**src/rtl/load_store_unit.sv**
```systemverilog
`default_nettype none
// ============================================================================
// load_store_unit : CPU load/store sequencer for a 64-bit word data memory
// Rev 1.0
// ============================================================================
module load_store_unit #(
   parameter int WAIT_CYCLES = 1,
   parameter int SIZE        = 32
) (
   input  logic        clk,
   input  logic        rst_n,
   input  logic        req,
   input  logic        we,
   input  logic [63:0] addr,
   input  logic [63:0] wdata,
   output logic        ready,
   output logic        done,
   output logic        err,
   output logic [63:0] rdata,
   output logic [63:0] mem_address,
   output logic [63:0] mem_InData,
   output logic        mem_read,
   output logic        mem_write,
   input  logic [63:0] mem_outRead
);

   typedef enum logic [1:0] {
      IDLE    = 2'd0,
      RD_WAIT = 2'd1,
      WR      = 2'd2,
      RESP    = 2'd3
   } state_t;

   localparam logic [63:0] c_size      = 64'(SIZE);
   localparam logic [3:0]  c_wait_load = 4'(WAIT_CYCLES - 1);

   state_t     r_state;
   logic [3:0] r_cnt;
   logic       r_done;
   logic       r_err;
   logic [63:0] r_rdata;
   logic [63:0] r_addr;
   logic [63:0] r_wdata;

   // Strobes and ready come straight off the state register, never from inputs.
   assign ready       = (r_state == IDLE);
   assign mem_read    = (r_state == RD_WAIT);
   assign mem_write   = (r_state == WR);
   assign done        = r_done;
   assign err         = r_err;
   assign rdata       = r_rdata;
   assign mem_address = r_addr;
   assign mem_InData  = r_wdata;

   always_ff @(posedge clk) begin
      if (!rst_n) begin
         r_state <= IDLE;
         r_cnt   <= 4'd0;
         r_done  <= 1'b0;
         r_err   <= 1'b0;
         r_rdata <= 64'd0;
         r_addr  <= 64'd0;
         r_wdata <= 64'd0;
      end else begin
         case (r_state)
            IDLE: begin
               r_done <= 1'b0;
               r_err  <= 1'b0;
               if (req) begin
                  r_addr  <= addr;
                  r_wdata <= wdata;
                  // The operation type is carried forward by the next state.
                  if (addr >= c_size) begin
                     r_state <= RESP;
                     r_done  <= 1'b1;
                     r_err   <= 1'b1;
                  end else if (we) begin
                     r_state <= WR;
                  end else begin
                     r_state <= RD_WAIT;
                     r_cnt   <= c_wait_load;
                  end
               end
            end
            RD_WAIT: begin
               if (r_cnt == 4'd0) begin
                  r_rdata <= mem_outRead;
                  r_state <= RESP;
                  r_done  <= 1'b1;
               end else begin
                  r_cnt <= r_cnt - 4'd1;
               end
            end
            WR: begin
               r_state <= RESP;
               r_done  <= 1'b1;
            end
            RESP: begin
               r_state <= IDLE;
               r_done  <= 1'b0;
               r_err   <= 1'b0;
            end
            default: begin
               r_state <= IDLE;
               r_done  <= 1'b0;
               r_err   <= 1'b0;
            end
         endcase
      end
   end

endmodule
`default_nettype wire

```
**config.mk**
```make
export PLATFORM = sky130hd
export DESIGN_NAME = load_store_unit
export DESIGN_NICKNAME = d
export VERILOG_FILES = /design/src/rtl/load_store_unit.sv
export SDC_FILE = /design/constraint.sdc
export NUM_CORES = 1
export LEC_CHECK = 0
export ABC_AREA = 1
export CAP_MARGIN = 40
export CORE_AREA = 2 2 153 155
export CTS_BUF_LIST = sky130_fd_sc_hd__clkbuf_8 sky130_fd_sc_hd__clkbuf_16
export DETAILED_ROUTE_END_ITERATION = 8
export DIE_AREA = 0 0 155 157
export GPL_TIMING_DRIVEN = 1
export PLACE_DENSITY = 0.78
export REMOVE_ABC_BUFFERS = 1
export SLEW_MARGIN = 20
export SYNTH_ARGS = -nofsm -noshare
export SYNTH_HDL_FRONTEND = slang
export SYNTH_SLANG_ARGS = --single-unit
```
**constraint.sdc**
```tcl
create_clock -name clk -period 2.8 [get_ports clk]
set_input_delay 0.7 -clock clk [delete_from_list [all_inputs] [get_ports clk]]
set_output_delay 0.7 -clock clk [all_outputs]
set_load 0.05 [all_outputs]
```
-- Word level (Yosys, flattened, before mapping)
Index checks and enable logic that the tools add are counted.
- register bits: 200
- bits of input ports: 196
- output and inout bits: 197
- word-level logic and storage cells: 40
- add/sub/neg operators: 1
- magnitude comparators: 1
- equal/unequal tests: 8
- multiplexer cells: 15
- reduce and logical (&&, ||, !) cells: 8
- operators by type and width (kind ; number):
    $ge A64 B6 Y1 const B ; 1
    $mux W4 ; 4
    $mux W2 ; 4
    $ne A2 B2 Y1 const B ; 4
    $pmux W2 S4 ; 1
    $pmux W4 S2 ; 1
    $reduce_and A2 Y1 ; 3
    $reduce_and A5 Y1 ; 1
    $eq A2 B2 Y1 const B ; 2
    $logic_not A4 Y1 ; 1
    $pmux W1 S4 ; 1
    $reduce_bool A2 Y1 ; 2
    $sub A4 B1 Y4 const B ; 1
    $mux W1 ; 3
    $eq A2 B1 Y1 const B ; 1
    $logic_not A2 Y1 ; 1
    $ne A2 B1 Y1 const B ; 1
    $pmux W1 S2 ; 1

-- Logic depth before layout (Yosys ltp)
Gate-level depths: netlist of run 1.
- depth after elaboration: 4
- mapped depth: 11
- gate-level depth less buffers: 11

-- Least setup slack after synthesis of run 1
OpenSTA, ideal clock, no wires.
- path kind: flip-flop to flip-flop
- from: reg r_state[0]
- to: reg r_addr[5], in the netlist mem_address[5]
- library setup time: 0.116 ns
- arrival: 1.668 ns
- slack: 1.016 ns
- stages on the path, launching flop included: 8
- clock period less this slack: 1.784 ns
- cell sequence: dfxtp_1 -> inv_1 -> ha_1 -> nand2_1 -> buf_2 -> clkbuf_1 -> o21ai_0 -> nor2_1
- cells in the longest elaborated chain, start to end: 2
- ends and longest elaborated chain (what ; line ; text):
    from (decl) ; 37 ; state_t r_state;
    from (signal assigned) ; 57 ; r_state <= IDLE;
    from (signal assigned) ; 74 ; r_state <= RESP;
    from (signal assigned) ; 78 ; r_state <= WR;
    $logic_not A2 Y1 ; - ;
    via ready ; 16 ; output logic ready,
    $reduce_and A2 Y1 (no source line) ; - ;
    to (signal assigned) ; 70 ; r_addr <= addr;
    to (decl) ; 42 ; logic [63:0] r_addr;
The timed path passes the listed nets, and every way through them passes these cells.
A chain may end at the register's enable or synchronous reset.

-- Worst setup path after layout of run 1
- from: reg r_state[1]
- to: out mem_read
- cells in the longest elaborated chain, start to end: 1
- ends and longest elaborated chain (what ; line ; text):
    $eq A2 B1 Y1 ; 47 ; assign mem_read = (r_state == RD_WAIT);
    to (decl) ; 22 ; output logic mem_read,
No other way between the ends.

==> results of run 1 <==
## worst paths after layout
check,startpoint,endpoint,slack [ns],cells past startpoint
max,r_state[1]$_SDFFE_PN0P_,mem_read,0.09,3
max reg2reg,r_state[1]$_SDFFE_PN0P_,rdata[30]$_SDFFE_PN0P_,0.86,6
min,rdata[56]$_SDFFE_PN0P_,rdata[56]$_SDFFE_PN0P_,0.44,2
min reg2reg,rdata[56]$_SDFFE_PN0P_,rdata[56]$_SDFFE_PN0P_,0.44,2
## state kept, by name, indices dropped and copies added (netlist names)
signal	flops
mem_address	64
mem_InData	64
err	1
r_cnt	4
rdata	64
r_state	2
done	1
## critical path: cells and delay by family, from the launching register on
kind	cells	cell delay (ns)
buf+inv	2	0.97
flops	1	0.34
fa+ha+maj	1	0.27
## layout make-up
| type | instances | area share, % |
|---|---|---|
| timing repair buffer | 406 | 33.7 |
| tap | 285 | 2.93 |
| sequential | 200 | 33.0 |
| clock inverter | 12 | 1.11 |
| inverter | 77 | 2.40 |
| clock buffer | 18 | 3.61 |
| multi-input combinational | 623 | 23.2 |
## layout by cell type, fill, tap and decap left out, types with 3 or more instances in the layout
master                            netlist  layout
sky130_fd_sc_hd__clkdlybuf4s50_1        0     390
sky130_fd_sc_hd__nor2_1               299     299
sky130_fd_sc_hd__dfxtp_1              200     200
sky130_fd_sc_hd__o21ai_0              150     150
sky130_fd_sc_hd__inv_1                 76      75
sky130_fd_sc_hd__a21oi_1               73      73
sky130_fd_sc_hd__o21ai_1               46      46
sky130_fd_sc_hd__nand2_1               29      28
sky130_fd_sc_hd__clkbuf_16              0      17
sky130_fd_sc_hd__buf_4                  0       9
sky130_fd_sc_hd__ha_1                   7       7
sky130_fd_sc_hd__buf_12                 0       6
sky130_fd_sc_hd__nand3_1                6       5
sky130_fd_sc_hd__clkinv_4               0       4
sky130_fd_sc_hd__inv_8                  0       4
sky130_fd_sc_hd__nor2_2                 3       3
sky130_fd_sc_hd__nand2_4                2       3
## stage by stage
| stage | setup WS, ns | instances |
|---|---|---|
| after detailed placement | 0.408 | 1591 |
| after CTS | 0.0571 | 1621 |
| after floorplan | -2.48 | 900 |
| after global routing | 0.000738 | 1621 |
| final | 0.0880 | 1621 |
| after global placement | 0.426 | 1591 |
## routing by layer
| layer | part of all wire, % | wire [um] |
|---|---|---|
| met4 | 1.8 | 433 |
| met5 | 0 | 0 |
| met1 | 42 | 10100 |
| met3 | 5.9 | 1440 |
| met2 | 51 | 12400 |
## cell families after synthesis
kind of cell	count (synthesis)
XOR/XNOR	2
flip-flops	200
buffers and inverters	141
AO/OA/AOI/OAI	270
AND/OR/NAND/NOR	344
adder cells (fa/ha/maj)	7
## where the power goes
part	total (mW)	switching [mW]	leakage, nW	internal [mW]
logic	8.12	5.50	2.67	2.62
clock network	2.45	1.17	0.281	1.28
registers	4.35	0.502	1.65	3.85
==> flow_summary.toml, run 1 <==
[floorplan]
fp.dieW_um = 155
core-area_mm2 = 0.0225
floorplan.die_area_mm2 = 0.0243
starting_density_of_the_core_pct = 32.8
placementRows = 55
die_height_um = 157
pin_count = 393

[final_layout]
final_cell_area_mm2 = 0.0122
layout-drive-gt1-share_pct = 4.27
antenna-diode-count = 0
syn2layout_area_growth_pct = 64.8
nets = 1528
nFillCells = 2068
final-seq-area_mm2 = 0.00400
finish.utilization_pct = 54.0
multi_input_area_mm2 = 0.00282

[sta]
finalClockSkew_ns = 0.0131
report.final.hold_viol_count = 0
fin_crit_ns = 2.71
slew_headroom_pct = 60.7
timing.final.setup_violations = 0
finalCritPeriodShare_pct = 96.9
fin_worst_hold_slack_ns = 0.442
fin_tns_setup_ns = 0
grt_setup_unrepaired = "no"
timing.final.max_slew_violations = 0
timing_worst_slew_pin_value_ns = 0.587
max_clock_freq_mhz = 369

[synthesis]
synth-warning-count = 0
share_of_synthesized_cell_area_in_and_or_nand_and_nor_gates_pct = 18.2
netlist.top_cell.by_area = "sky130_fd_sc_hd__dfxtp_1"
synth_top_area_share_pct = 54.3
async_flop_share_pct = 0
synth_unique_cells = 20
synth_area_per_cell_um2 = 7.65
arithmetic_cell_share_of_the_synthesized_area_counting_full_adders_half_adders_and_majority_gates_pct = 1.19
synth.cells.most_frequent = "sky130_fd_sc_hd__nor2_1, sky130_fd_sc_hd__dfxtp_1, sky130_fd_sc_hd__o21ai_0"
syn-cell-area_mm2 = 0.00737
ys_ff_latch = 200
synthCells = 964
post_synth_main_area_contributors = "sky130_fd_sc_hd__dfxtp_1, sky130_fd_sc_hd__nor2_1, sky130_fd_sc_hd__o21ai_0"
area_share_of_xor_xnor_cells_in_the_synthesized_design_pct = 0.238
synth_sequential_area_ratio_pct = 54.3
post-synth-top-count-cell = "sky130_fd_sc_hd__nor2_1"
synthMuxAreaShare_pct = 0
synth-edff-count = 0
synth_top_family_by_area = "compound AO/OA/AOI/OAI gates"
synth-compound-area-share_pct = 18.4
postSynth.topFlopCell = "sky130_fd_sc_hd__dfxtp_1"

[detailed_routing]
dr.pass1.iters = 5
vias = 7426
initialDrtViolationCount = 524
routed_wirelength_um = 24400
detail_route.vias_per_cell = 4.58
drc = 0
drtAntennaViolNets = 0
drt-wirelength-per-cell_um = 15.0

[grt]
grt_busiest_layer = "met2"
global_route.usage.met1_pct = 22.4
globalRouteOverflowTotal = 0
first_global_vias = 7018
grt_max_degree = 93
gr_layer_usage_met3_pct = 4.87
grt.total_usage_pct = 19.1
globalRouteMet2Util_pct = 34.3
first_pass_grt_wire_length_um = 36800
grt_antenna_before_repair = 0

[clocking]
clk-insertion-delay-late_ns = 0.44
cts-root-buf = "sky130_fd_sc_hd__clkbuf_16"
post_cts_hold_buffer_count = 0
clk_path_buf_depth = 2
cts_max_level = 4
cts_post_setup_buffers_inserted = 0
cts_buffers = 17
cts_tree = "yes"
numClockSinks = 200
cts_resized = 1
clk_pin_slew_ns = 0.07

[setup_path]
critical_path_required_ns = 2.10
crit_path_launch_type = "flop"
critical_path.endpoint_type = "output port"
cpPeakStageDelay_ns = 0.86
timing.setup.critical_path_class = "flop to output port"
crit_path_cell_trace = "inv_1, ha_1, clkdlybuf4s50_1"
cp_max_fo = 4
critPathSlowestCell = "sky130_fd_sc_hd__clkdlybuf4s50_1"
arrival_ns = 2.01

[power_and_ir_drop]
vdd.ir_drop.worst_v = 0.000514
design_power_total_mw = 14.9
power_density_mw_per_mm2 = 1230
leakage_nw = 4.60

[place]
placed_area_mm2 = 0.0116
post-dp-hpwl_um = 17900
gp_congestion = 0.829
port_buffers = 392

[flow_run]
drv.max_cap_violation_count = 0

[run_status]
run_status = "complete, no violations"

[worst_hold_path]
min-delay-path-class = "flop to flop"
(Power assumes the default switching activity.)
==> run 2, diff against run 1 <==
==> constraint.sdc (replaced) <==
create_clock -name clk -period 2.8 [get_ports clk]
set_input_delay 0.28 -clock clk [delete_from_list [all_inputs] [get_ports clk]]
set_output_delay 0.28 -clock clk [all_outputs]
set_load 0.05 [all_outputs]
==> run 2 against run 1 <==
Sequential share of layout area barely moved. Die area stayed put. Critical path depth unchanged.
==> flow_summary.toml, run 2 (same netlist as run 1, synthesis figures left out) <==
[run_status]
run_status = "complete, no violations"

[grt]
first_global_vias = 6834
first_pass_grt_wire_length_um = 35700
grt_max_degree = 129
globalRouteOverflowTotal = 0
grt_antenna_before_repair = 0
grt.total_usage_pct = 18.5

[setup_path]
cpPeakStageDelay_ns = 0.88
critical_path.reg2reg.endpoint = "mem_InData[30]$_SDFFE_PN0P_"
critPathSlowestCell = "sky130_fd_sc_hd__clkdlybuf4s50_1"
crit_path_cell_trace = "inv_1, ha_1, clkdlybuf4s50_1"
cp_max_fo = 4
path_delay_family = "buffers and inverters"
timing.reg2reg.worst_path_depth = 6
crit_path_launch_type = "flop"
timing.setup.critical_path_class = "flop to output port"
critical_path_required_ns = 2.52
r2r_setup_slack_ns = 0.92
arrival_ns = 2.10
critPathBufInv = 2
critical_path.endpoint_type = "output port"
reg2reg_from = "r_state[0]$_SDFFE_PN0P_"
worst-path-stages = 3

[floorplan]
placementRows = 55
pin_count = 393
floorplan.die_area_mm2 = 0.0243
starting_density_of_the_core_pct = 32.8
die_height_um = 157
fp.dieW_um = 155
core-area_mm2 = 0.0225

[detailed_routing]
initialDrtViolationCount = 393
vias = 7369
drc = 0
drt-wirelength-per-cell_um = 14.8
routed_wirelength_um = 24000
detail_route.vias_per_cell = 4.55
drtAntennaViolNets = 0
dr.pass1.iters = 5

[worst_hold_path]
capture_endpoint_of_the_worst_hold_path = "rdata[25]$_SDFFE_PN0P_"
min-delay-path-class = "input pin to flop"
hold_path.startpoint = "rst_n"
whs_path_depth = 3

[power_and_ir_drop]
leakage_nw = 4.61
share_comb_of_total_power_pct = 53.6
p_seq_share_pct = 28.8
p_int_mw = 7.85
design_power_total_mw = 15.1
vdd.ir_drop.worst_v = 0.000691
power.share.switching_pct = 47.9
switching_power_mw = 7.22
share_of_power_burned_in_the_clock_network_pct = 17.6
power_density_mw_per_mm2 = 1240

[sta]
report.final.hold_viol_count = 0
slew_headroom_pct = 59.2
timing.final.max_slew_violations = 0
timing.final.setup_violations = 0
setup_ws_ns = 0.419
timing_worst_slew_pin_value_ns = 0.613
fin_crit_ns = 2.38
fin_worst_hold_slack_ns = 0.374
fin_tns_setup_ns = 0
grt_setup_unrepaired = "no"
finalClockSkew_ns = 0.0209
max_clock_freq_mhz = 420
finalCritPeriodShare_pct = 85.0

[clocking]
clk_pin_slew_ns = 0.08
numClockSinks = 200
post_cts_hold_buffer_count = 0
cts_resized = 0
cts_post_setup_buffers_inserted = 0
cts-root-buf = "sky130_fd_sc_hd__clkbuf_16"
clk_path_buf_depth = 2
cts_buffers = 17
cts_tree = "yes"
cts_max_level = 4
clk-insertion-delay-late_ns = 0.43

[place]
port_buffers = 392
preCtsSetupSlack_ns = 0.799
placed_cells = 1588
post-dp-hpwl_um = 17700
placed_area_mm2 = 0.0115
gp_congestion = 0.808

[final_layout]
finish.utilization_pct = 54.0
antenna-diode-count = 0
layout.cells.most_common_list = "sky130_fd_sc_hd__clkdlybuf4s50_1, sky130_fd_sc_hd__nor2_1, sky130_fd_sc_hd__dfxtp_1"
nFillCells = 2079
nets = 1525
layout-drive-gt1-share_pct = 4.19
syn2layout_area_growth_pct = 64.9
final-seq-area_mm2 = 0.00400
final_cell_area_mm2 = 0.0122
final_common_cell = "sky130_fd_sc_hd__clkdlybuf4s50_1"
finish.cell_count_without_fillers = 1620
multi_input_area_mm2 = 0.00282

[flow_run]
drv.max_cap_violation_count = 0
[run 2: how the worst max path moves through the flow]
| stage | startpoint | to | slack, ns |
|---|---|---|---|
| finish | r_state[0]$_SDFFE_PN0P_ | ready | 0.42 |
| global placement | addr[41] | r_cnt[1]$_SDFFE_PN0P_ | 0.83 |
| floorplan | r_state[0]$_SDFFE_PN0P_ | mem_InData[10]$_SDFFE_PN0P_ | -2.48 |
| detailed placement | addr[41] | r_cnt[1]$_SDFFE_PN0P_ | 0.80 |
| global route | r_state[0]$_SDFFE_PN0P_ | ready | 0.31 |
| CTS | r_state[0]$_SDFFE_PN0P_ | ready | 0.39 |
[run 2: worst reg2reg max path, stage by stage (launching register included)]
cell and delay, ns:
sky130_fd_sc_hd__dfxtp_1 0.41, sky130_fd_sc_hd__inv_1 0.10, sky130_fd_sc_hd__ha_1 0.31, sky130_fd_sc_hd__nand2_4 0.14, sky130_fd_sc_hd__buf_12 0.34, sky130_fd_sc_hd__o21ai_0 0.40, sky130_fd_sc_hd__nor2_1 0.13
[run 2: layer usage]
| layer | track usage, % | share of wire (%) |
|---|---|---|
| met4 | 5.16 | 1.7 |
| met1 | 21.4 | 42 |
| met5 | 0 | 0 |
| met3 | 5.75 | 6.8 |
| met2 | 33.1 | 50 |
[run 2: area by class of cell]
class                      count  share of cell area (%)
clock buffer                  18                    3.61
clock inverter                14                    1.56
inverter                      77                    2.40
multi-input combinational    623                    23.2
sequential                   200                    32.9
tap                          285                    2.93
timing repair buffer         403                    33.3
[run 2: power groups by stage]
| stage | logic, mW | registers, mW | clock network, mW |
|---|---|---|---|
| global placement | 8.02 | 4.36 | 0 |
| CTS | 8.13 | 4.35 | 2.71 |
| global route | 8.53 | 4.47 | 2.82 |
| floorplan | 1.85 | 7.77 | 0 |
| detailed placement | 8.11 | 4.41 | 0 |
| finish | 8.08 | 4.34 | 2.65 |
